File: src/rtl/dpram_b_arb.sv
// Port-B arbiter for the dual-port halfword BRAM: shares one read/write port between the
// load/store unit (M0) and the debug loader (M1), and routes 1-cycle read data back.
module dpram_b_arb #(
   parameter int unsigned NUM_COL    = 2,
   parameter int unsigned COL_WIDTH  = 8,
   parameter int unsigned ADDR_WIDTH = 13,
   parameter int unsigned DATA_WIDTH = NUM_COL * COL_WIDTH,
   parameter int unsigned MAX_BURST  = 4
) (
   input  logic                  clk,
   input  logic                  rst,

   input  logic                  m0_req,
   input  logic [NUM_COL-1:0]    m0_we,
   input  logic [ADDR_WIDTH-1:0] m0_addr,
   input  logic [DATA_WIDTH-1:0] m0_wdata,
   output logic                  m0_gnt,
   output logic                  m0_rvalid,
   output logic [DATA_WIDTH-1:0] m0_rdata,

   input  logic                  m1_req,
   input  logic [NUM_COL-1:0]    m1_we,
   input  logic [ADDR_WIDTH-1:0] m1_addr,
   input  logic [DATA_WIDTH-1:0] m1_wdata,
   output logic                  m1_gnt,
   output logic                  m1_rvalid,
   output logic [DATA_WIDTH-1:0] m1_rdata,

   output logic                  enaB,
   output logic [NUM_COL-1:0]    weB,
   output logic [ADDR_WIDTH-1:0] addrB,
   output logic [DATA_WIDTH-1:0] dinB,
   input  logic [DATA_WIDTH-1:0] doutB
);

   localparam logic [3:0] MaxBurst = 4'(MAX_BURST);

   logic [3:0] burst_q, burst_d;
   logic       rd_pend_q, rd_pend_d;
   logic       rd_src_q, rd_src_d;

   // Grant: M0 wins contention until it has taken MAX_BURST contested slots in a row.
   always_comb begin
      m0_gnt = 1'b0;
      m1_gnt = 1'b0;
      if (!rst) begin
         if (m0_req && m1_req) begin
            m1_gnt = (burst_q == MaxBurst);
            m0_gnt = !m1_gnt;
         end else begin
            m0_gnt = m0_req;
            m1_gnt = m1_req;
         end
      end
   end

   always_comb begin
      enaB  = m0_gnt | m1_gnt;
      weB   = '0;
      addrB = '0;
      dinB  = '0;
      if (m0_gnt) begin
         weB   = m0_we;
         addrB = m0_addr;
         dinB  = m0_wdata;
      end else if (m1_gnt) begin
         weB   = m1_we;
         addrB = m1_addr;
         dinB  = m1_wdata;
      end
   end

   always_comb begin
      burst_d = burst_q;
      if (m1_gnt || !m1_req) begin
         burst_d = 4'd0;
      end else if (m0_gnt) begin
         burst_d = burst_q + 4'd1;
      end
   end

   always_comb begin
      rd_pend_d = (m0_gnt && (m0_we == '0)) || (m1_gnt && (m1_we == '0));
      rd_src_d  = rd_src_q;
      if (m1_gnt) begin
         rd_src_d = 1'b1;
      end else if (m0_gnt) begin
         rd_src_d = 1'b0;
      end
   end

   always_ff @(posedge clk or posedge rst) begin
      if (rst) begin
         burst_q   <= 4'd0;
         rd_pend_q <= 1'b0;
         rd_src_q  <= 1'b0;
      end else begin
         burst_q   <= burst_d;
         rd_pend_q <= rd_pend_d;
         rd_src_q  <= rd_src_d;
      end
   end

   // Read data is steered to the issuing master only; the other side sees zero.
   always_comb begin
      m0_rvalid = rd_pend_q && !rd_src_q;
      m1_rvalid = rd_pend_q && rd_src_q;
      m0_rdata  = m0_rvalid ? doutB : '0;
      m1_rdata  = m1_rvalid ? doutB : '0;
   end

   a_one_gnt : assert property (@(posedge clk) disable iff (rst) !(m0_gnt && m1_gnt));
   a_one_rv  : assert property (@(posedge clk) disable iff (rst) !(m0_rvalid && m1_rvalid));

endmodule

File: config.mk
export PLATFORM = sky130hd
export DESIGN_NAME = dpram_b_arb
export DESIGN_NICKNAME = d
export VERILOG_FILES = /design/src/rtl/dpram_b_arb.sv
export SDC_FILE = /design/constraint.sdc
export NUM_CORES = 1
export LEC_CHECK = 0
export BUFFER_PORTS_ARGS = -buffer_cell sky130_fd_sc_hd__buf_2
export CAP_MARGIN = 25
export CORE_UTILIZATION = 25
export CTS_BUF_LIST = sky130_fd_sc_hd__clkbuf_16
export CTS_CLUSTER_DIAMETER = 50
export CTS_CLUSTER_SIZE = 16
export DETAILED_ROUTE_END_ITERATION = 12
export PLACE_DENSITY = 0.76
export SKIP_CTS_REPAIR_TIMING = 1
export SYNTH_ARGS = -nofsm -noshare
export SYNTH_HDL_FRONTEND = slang
export SYNTH_SLANG_ARGS = --single-unit
File: constraint.sdc
create_clock -name clk -period 1.64 [get_ports clk]
set_input_delay 0.328 -clock clk [delete_from_list [all_inputs] [get_ports clk]]
set_output_delay 0.328 -clock clk [all_outputs]
set_load 0.1 [all_outputs]
==> run metrics, run 1 <==
area share of the leading cell type in the synthesized netlist=30.85%; leading area contributor after synthesis=a22o_1; Gate Count Post-Synth=113; Fail Step=global routing (5_1_grt); initial core utilization=26.59%; Post-synth ARST share=100.0%; Mean Syn Cell Area=8.039 um^2; Seq cells post-synth=6; Post-Synth XOR/XNOR Area=0.9642%; mux cell area share after synthesis=0%; Die W=~62 um; HPWL Detailed=6111 um; CTS root buf=clkbuf_16; simple-gate share of the synthesized area=32.64%; worst endpoint type=primary output; status=aborted with a tool error; GP Congestion=0.8876; num ports=150; Error=[ERROR DPL-0038] Utilization greater than 100%, impossible to legalize; largest family of logic cells by synthesized area=compound AO/OA/AOI/OAI gates; Mapped Nets=approximately 200; Synth cell types=27; GRT worst endpoint=addrB[6]; compound-cell area share of the yosys netlist=between 30% and 40%; pre-CTS setup slack=-0.3767 ns; H-tree Lvls=1; Port Buf Inserts=149; adder-cell share of the synthesized area=2.755%; cell area after synthesis=between 900 and 1000 um^2; largest net degree at the start of global routing=36; Die H=just over 60 um; register area share after synthesis=between 10% and 20%; Synth area leaders=a22o_1 (31%), dfrtp_1 (17%), and2_1 (12%), and3_1 (11%), ha_1 (2.8%); number of CTS-inserted buffers=3; Bufs on Longest Clock Path=2; Row Count=21; Post-synth EDFFs=0; clk sink count=6; most common cell in the netlist=a22o_1; Post-synth top cells=a22o_1 (32), and2_1 (17), and3_1 (16); predominant post-synthesis flop cell=dfrtp_1; Syn. warnings=0
[metrics by stage]
| step | hold WS, ns | area (um^2) | cells | setup TNS, ns | utilization (%) |
|---|---|---|---|---|---|
| after global placement | 0.4252 | 3154 | 315 | -8.853 | 92.34 |
| after detailed placement | 0.4544 | 3154 | 315 | -11.21 | 92.34 |
| after floorplan | 0.1273 | 1267 | 113 | -11.63 | - |
| after CTS | 0.2216 | 3229 | 318 | -21.60 | 94.54 |
[logic make-up after synthesis]
kind of cell    Yosys count
simple gates             47
buf+inv                  15
compound gates           42
flops                     6
fa+ha+maj                 2
xor+xnor                  1
==> run 2, diff against run 1 <==
--- a/config.mk
+++ b/config.mk
@@ -7,12 +7,10 @@
 export LEC_CHECK = 0
 export BUFFER_PORTS_ARGS = -buffer_cell sky130_fd_sc_hd__buf_2
 export CAP_MARGIN = 25
-export CORE_UTILIZATION = 25
-export CTS_BUF_LIST = sky130_fd_sc_hd__clkbuf_16
-export CTS_CLUSTER_DIAMETER = 50
-export CTS_CLUSTER_SIZE = 16
+export CORE_AREA = 2 2 63 65
 export DETAILED_ROUTE_END_ITERATION = 12
-export PLACE_DENSITY = 0.76
+export DIE_AREA = 0 0 65 67
+export PLACE_DENSITY_LB_ADDON = 0.15
 export SKIP_CTS_REPAIR_TIMING = 1
 export SYNTH_ARGS = -nofsm -noshare
 export SYNTH_HDL_FRONTEND = slang
==> constraint.sdc (replaced) <==
create_clock -name clk -period 2.1 [get_ports clk]
set_input_delay 0.42 -clock clk [delete_from_list [all_inputs] [get_ports clk]]
set_output_delay 0.42 -clock clk [all_outputs]
set_load 0.1 [all_outputs]
==> run 2 against run 1 <==
The flow now finishes, with violations (negative setup slack). Area after synthesis unchanged. Synthesized cell count is the same.
==> run metrics, run 2 <==
status=complete, but fails checks; failing checks=negative setup slack; number of CTS-inserted buffers=3 (unchanged); vias per cell=about 4.9; crit path cell chain=inv_2 > ha_4 > nand3b_1 > a211oi_4 > buf_6 > buf_12 > a22o_4 > buf_12; H-tree Lvls=1 (unchanged); vias=roughly 1.6k; met3 WL=544 um; setup slack after layout=-0.1537 ns; initial core utilization=25.19% (-1.4 points); HP Class=input port to async pin; Int Pwr=591.6 uW; most frequent cells in the layout=buf_2 (98), buf_12 (56), a22o_4 (31); design area=2979 um^2; Pwr Density=roughly 400 nW/um^2; initial antenna violation count=0; 1st-iter DRT viols=41; Fill cells=199; Worst EP arrival=1.83 ns; Critical Path Sink Type=output port; largest net degree at the start of global routing=26; core area=3606 um^2; Die H=67 um (+7.6%); commonest non-fill, non-tap cell in the layout=buf_2; top sig layer=met4; All-Layer GR Usage=23.19%; vias in the first global route=1659; area share of the leading cell type in the synthesized netlist=30.85% (unchanged); Seq pwr share=11.1%; register area share after synthesis=16.53% (unchanged); WL met2=between 2000 and 3000 um; Mean Syn Cell Area=8.039 um^2 (unchanged); CTS root buf=clkbuf_8; first-pass GRT wire length=about 8000 um; Port Buf Inserts=149 (unchanged); fin cells=319; Largest stage delay, worst path=roughly 0.38 ns; Synth cell types=27 (unchanged); final worst-path cycle share=107.3%; layout cells sized above 1=79.34%; slowest cell on the critical path=dfrtp_1; Final Util=82.62%; clk sink count=6 (unchanged); switching pwr=601.4 uW; Final Slew Violations=0; synthesis-to-layout area growth=228.0%; Switching Share=between 50% and 60%; Mapped Nets=197 (unchanged); Hold Slack=0.1965 ns; Syn. warnings=0 (unchanged); cell area after synthesis=908.4 um^2 (unchanged); Setup violations, final=33; Comb pwr share=74.4%; RSZ-0062 raised after global routing=yes; worst slew pin tran=0.5052 ns; num ports=150 (unchanged); WS Path Type=register to output port; largest registers=burst_q: 4 flops, rd_pend_q: 1 flops, rd_src_q: 1 flops; static leakage=1.565 nW; Bufs on Longest Clock Path=2 (unchanged); predominant post-synthesis flop cell=dfrtp_1; Post-synth EDFFs=0 (unchanged); total iterations of the first detailed-routing run=4; max_cap viols=0; Final Skew=0.0005762 ns; GP Congestion=0.8789 (-0.98%); Startpoint Class=register; die area=4355 um^2; max FFs per register=4; pre-CTS setup slack=0.008875 ns (+0.3856 ns); Largest Register=burst_q; Ant. Diodes=0; Post-synth ARST share=100.0% (unchanged); leading area contributor after synthesis=a22o_1; clk_lat worst skew=0.22 ns; most common cell in the netlist=a22o_1; DP Cell Count=311 (-1.3%); Gate Count Post-Synth=113 (unchanged); total congestion overflow=0; Cell Area, Placed=2813 um^2 (-11%); clock transition at the registers of the reported paths=0.04 ns; worst vdd ir=0.2297 mV; drt drc=0; Nets=around 360; Rel. slew slack=66.55%; Seq cells post-synth=6 (unchanged); CTS tree=built; Synth area leaders=a22o_1 (31%), dfrtp_1 (17%), and2_1 (12%), and3_1 (11%), ha_1 (2.8%); HPWL Detailed=4281 um (-30%); Crit path top cell by count=buf_12; CP required=roughly 1.7 ns; routed length on met1=about 1700 um; Clock Power Share=14.5%; Antenna Nets Post-Route=0; minimum clock period=around 2.3 ns; Die W=65 um (+4.4%); Post-synth top cells=a22o_1 (32), and2_1 (17), and3_1 (16); Routed WL per cell=approximately 17 um; critical path peak fanout=13; Final Hold Violating Endpoints=0; Row Count=22 (+4.8%); final wirelength=between 5000 and 6000 um; fmax=0.4437 GHz
[run 2: cell counts after synthesis]
No cell type changed its count.
[run 2: routing by layer]
metal,global-route usage (%),vias to the layer above
met4,6.383,0
met3,7.264,10
met5,0,-
met1,21.68,708
li1,-,750
met2,47.55,100
[run 2: power by group through the flow]
stage	logic (mW)	registers, mW	clock network, mW
after global placement	0.855	0.134	0
after floorplan	0.522	0.129	0
after global routing	0.918	0.135	0.183
final	0.887	0.133	0.173
after CTS	0.866	0.133	0.175
after detailed placement	0.863	0.134	0
[run 2: critical path: cells and delay by family, from the launching register on]
| family | cells | cell delay (ns) |
|---|---|---|
| AOI/OAI and AO/OA | 2 | 0.40 |
| adders and majority gates | 1 | 0.15 |
| buffers and inverters | 4 | 0.55 |
| DFF | 1 | 0.38 |
| and+or+nand+nor | 1 | 0.13 |
[run 2: path summary, 6_finish.rpt]
path	startpoint	slack [ns]	cells past startpoint	to
max	burst_q[1]	-0.15	8	dinB[6]
min	rst	0.20	2	burst_q[2]
max reg2reg	burst_q[1]	0.59	7	rd_pend_q
min reg2reg	burst_q[2]	0.61	1	burst_q[2]
max in group asynchronous	rst	1.70	2	burst_q[1]
min in group clk	m0_we[1]	0.57	3	rd_pend_q
[run 2: cells by family after synthesis]
kind of cell	Yosys count	share of synthesized area (%)
and+or+nand+nor	47	32.64
AOI/OAI and AO/OA	42	38.43
buffers and inverters	15	8.677
DFF	6	16.53
adders and majority gates	2	2.754
xor gates and xnor gates	1	0.9644
[run 2: area by class of cell]
type	count	area (um^2)	area share (%)
sequential	6	150.1	5.040
inverter	5	18.77	0.6300
tap	48	60.06	2.016
timing repair buffer	165	1719	57.71
clock buffer	3	41.29	1.386
multi-input combinational	92	989.7	33.22
[run 2: per-stage QoR]
stage / setup TNS (ns) / total power, mW
after detailed placement: 0 / 0.9972
after CTS: -7.702 / 1.174
after floorplan: -3.528 / 0.6507
final: -4.373 / 1.193
after global placement: 0 / 0.9888
after global routing: -6.416 / 1.235
No activity file was read; power rests on OpenSTA's default activity.
==> run 3, diff against run 2 <==
--- a/config.mk
+++ b/config.mk
@@ -5,11 +5,12 @@
 export SDC_FILE = /design/constraint.sdc
 export NUM_CORES = 1
 export LEC_CHECK = 0
-export BUFFER_PORTS_ARGS = -buffer_cell sky130_fd_sc_hd__buf_2
+export ABC_AREA = 1
 export CAP_MARGIN = 25
 export CORE_AREA = 2 2 63 65
 export DETAILED_ROUTE_END_ITERATION = 12
 export DIE_AREA = 0 0 65 67
+export DONT_BUFFER_PORTS = 1
 export PLACE_DENSITY_LB_ADDON = 0.15
 export SKIP_CTS_REPAIR_TIMING = 1
 export SYNTH_ARGS = -nofsm -noshare
==> run 3 against run 2 <==
The run still ends with negative setup slack left. Largest cell class unchanged. First-iteration DRC count rose by 80%. Die area did not move. Synthesized cell count rose by 80%. Register-to-register slack got worse by 0.16 ns. Worst setup slack improved by 0.11 ns. Sequential cell count did not move.
==> run metrics, run 3 <==
minimum clock period=2.147 ns (-0.1062 ns); final wirelength=5165 um (-2.3%); total power=1.093 mW (-8.4%); initial antenna violation count=0 (unchanged); clk_lat worst skew=0.23 ns (about the same); synthesis-to-layout area growth=170.0%; failing checks=negative setup slack; HPWL Detailed=4087 um (-4.5%); worst vdd ir=0.4697 mV (+100%); slowest cell on the critical path=dfrtp_1; core area=3606 um^2 (unchanged); design area=2746 um^2 (-7.8%); Ant. Diodes=0 (unchanged); Routed WL per cell=15.84 um (-4.4%); max FFs per register=4 (unchanged); Post-synth EDFFs=0 (unchanged); commonest non-fill, non-tap cell in the layout=nand2_1; number of CTS-inserted buffers=3 (unchanged); register area share after synthesis=14.76% (-1.8 points); clk sink count=6 (unchanged); max_cap viols=0 (unchanged); clock transition at the registers of the reported paths=0.04 ns (about the same); Mean Syn Cell Area=5.011 um^2 (-38%); leading area contributor after synthesis=nand2_1; Antenna Nets Post-Route=0 (unchanged); worst slew pin tran=0.3305 ns (-0.1748 ns); critical path peak fanout=15 (+2); Largest stage delay, worst path=0.41 ns (+0.03 ns); DP Cell Count=315 (+1.3%); Seq cells post-synth=6 (unchanged); static leakage=1.319 nW (-16%); Pwr Density=398.1 nW/um^2 (-0.59%); most common cell in the netlist=nand2_1; area of the multi-input gates=867.1 um^2 (-12%); Post-synth top cells=nand2_1 (102), nor2_1 (35), inv_1 (28); predominant post-synthesis flop cell=dfrtp_1; total iterations of the first detailed-routing run=4 (unchanged); vias per cell=4.801 (-2.3%); pre-CTS setup slack=0.1771 ns (+0.1683 ns); crit path cell chain=inv_1 > ha_2 > nand3_2 > nand2_4 > nand2_8 > clkinv_8 > nand2_1 > nand2_2 > buf_12; Fill cells=254 (+28%); CP required=1.68 ns (about the same); Nets=364 (+2.0%); register cell area after layout=150.1 um^2 (unchanged); status=complete, but fails checks; CTS tree=built; Cell Area, Placed=2544 um^2 (-9.6%); area share of the leading cell type in the synthesized netlist=37.64% (+6.8 points); Synth area leaders=nand2_1 (38%), dfrtp_1 (15%), nor2_1 (13%), inv_1 (10%), buf_6 (5.5%); total congestion overflow=0 (unchanged); Startpoint Class=register; setup slack after layout=-0.04745 ns (+0.1062 ns); Mapped Nets=287 (+46%); cell area after synthesis=1017 um^2 (+12%); vias in the first global route=1421 (-14%); H-tree Lvls=1 (unchanged); die area=4355 um^2 (unchanged); Critical Path Sink Type=output port; RSZ-0062 raised after global routing=yes; Die H=67 um (unchanged); setup TNS=-0.5394 ns (+3.834 ns); Post-synth ARST share=100.0% (unchanged); All-Layer GR Usage=20.11% (-3.1 points); Syn. warnings=0 (unchanged); Port Buf Inserts=0 (-100%); initial core utilization=28.21% (+3.0 points); largest registers=burst_q: 4 flops, rd_pend_q: 1 flops, rd_src_q: 1 flops; Largest Register=burst_q; fin cells=326 (+2.2%); Final Util=76.16% (-6.5 points); WS Path Type=register to output port; largest net degree at the start of global routing=32 (+23%); num ports=150 (unchanged); vias=1565 (-0.19%); Die W=65 um (unchanged); Final Hold Violating Endpoints=0 (unchanged); Final Skew=0.005469 ns (+0.004893 ns); GP Congestion=0.8640 (-1.7%); final worst-path cycle share=102.3% (-5.1 points); Final Slew Violations=0 (unchanged); layout cells sized above 1=57.91% (-21 points); Row Count=22 (unchanged); Gate Count Post-Synth=203 (+80%); CTS root buf=clkbuf_8; Bufs on Longest Clock Path=2 (unchanged); drt drc=0 (unchanged); Hold Slack=0.03755 ns (-0.1590 ns); 1st-iter DRT viols=74 (+80%); Setup violations, final=22 (-33%); HP Class=input port to async pin; most frequent cells in the layout=nand2_1 (69), buf_12 (67), nor2_2 (34); Worst EP arrival=1.73 ns (-0.10 ns); Synth cell types=21 (-22%); first-pass GRT wire length=6900 um (-12%); Rel. slew slack=77.94% (+11 points); fmax=0.4657 GHz (+4.9%)
[run 3: changes by cell type in the layout (fill, tap and decap cells not counted), moves of 4 or more]
cell     delta
nand4_1     +4
inv_1      +24
and3_1     -16
buf_12     +11
a22o_4     -31
nand2_1    +69
buf_2      -98
and2_2      -9
nor2_2     +34
nand2_2    +33
and2_1      -8
[run 3: per-layer routing]
layer  track usage, %  share of wire (%)
met5                0                  0
met4            5.585                2.2
met3            5.405                9.4
met2            34.92                 52
met1            24.29                 36
[run 3: cells by family after synthesis]
kind of cell,share of synthesized area [%]
AOI/OAI and AO/OA,2.460
xor gates and xnor gates,1.722
adders and majority gates,2.460
buffers and inverters,20.05
DFF,14.76
and+or+nand+nor,58.55
[run 3: worst max-delay path: cells and delay by family (launching register included)]
family                   cells  cell delay, ns
AND/OR/NAND/NOR              5            0.52
flip-flops                   1            0.41
buffers and inverters        3            0.39
adder cells (fa/ha/maj)      1            0.19
[run 3: path summary, 6_finish.rpt]
path,start,endpoint,slack (ns),depth (start not counted)
max in group asynchronous,rst,burst_q[1],1.81,1
max,burst_q[0],dinB[6],-0.05,9
min reg2reg,burst_q[1],burst_q[1],0.54,2
min in group clk,m1_req,burst_q[2],0.36,2
min,rst,rd_src_q,0.04,1
max reg2reg,burst_q[0],burst_q[1],0.43,9
[run 3: layout make-up]
cell class | instances | share of cell area, %
timing repair buffer | 78 | 52.80
multi-input combinational | 158 | 31.57
sequential | 6 | 5.467
inverter | 31 | 5.285
tap | 48 | 2.187
clock buffer | 3 | 1.503
timing repair inverter | 2 | 1.185
[run 3: power by group]
group / internal (mW) / total, mW / switching [mW]
Combinational: 0.253 / 0.791 / 0.537
Sequential: 0.123 / 0.128 / 0.00541
Clock: 0.123 / 0.174 / 0.0510
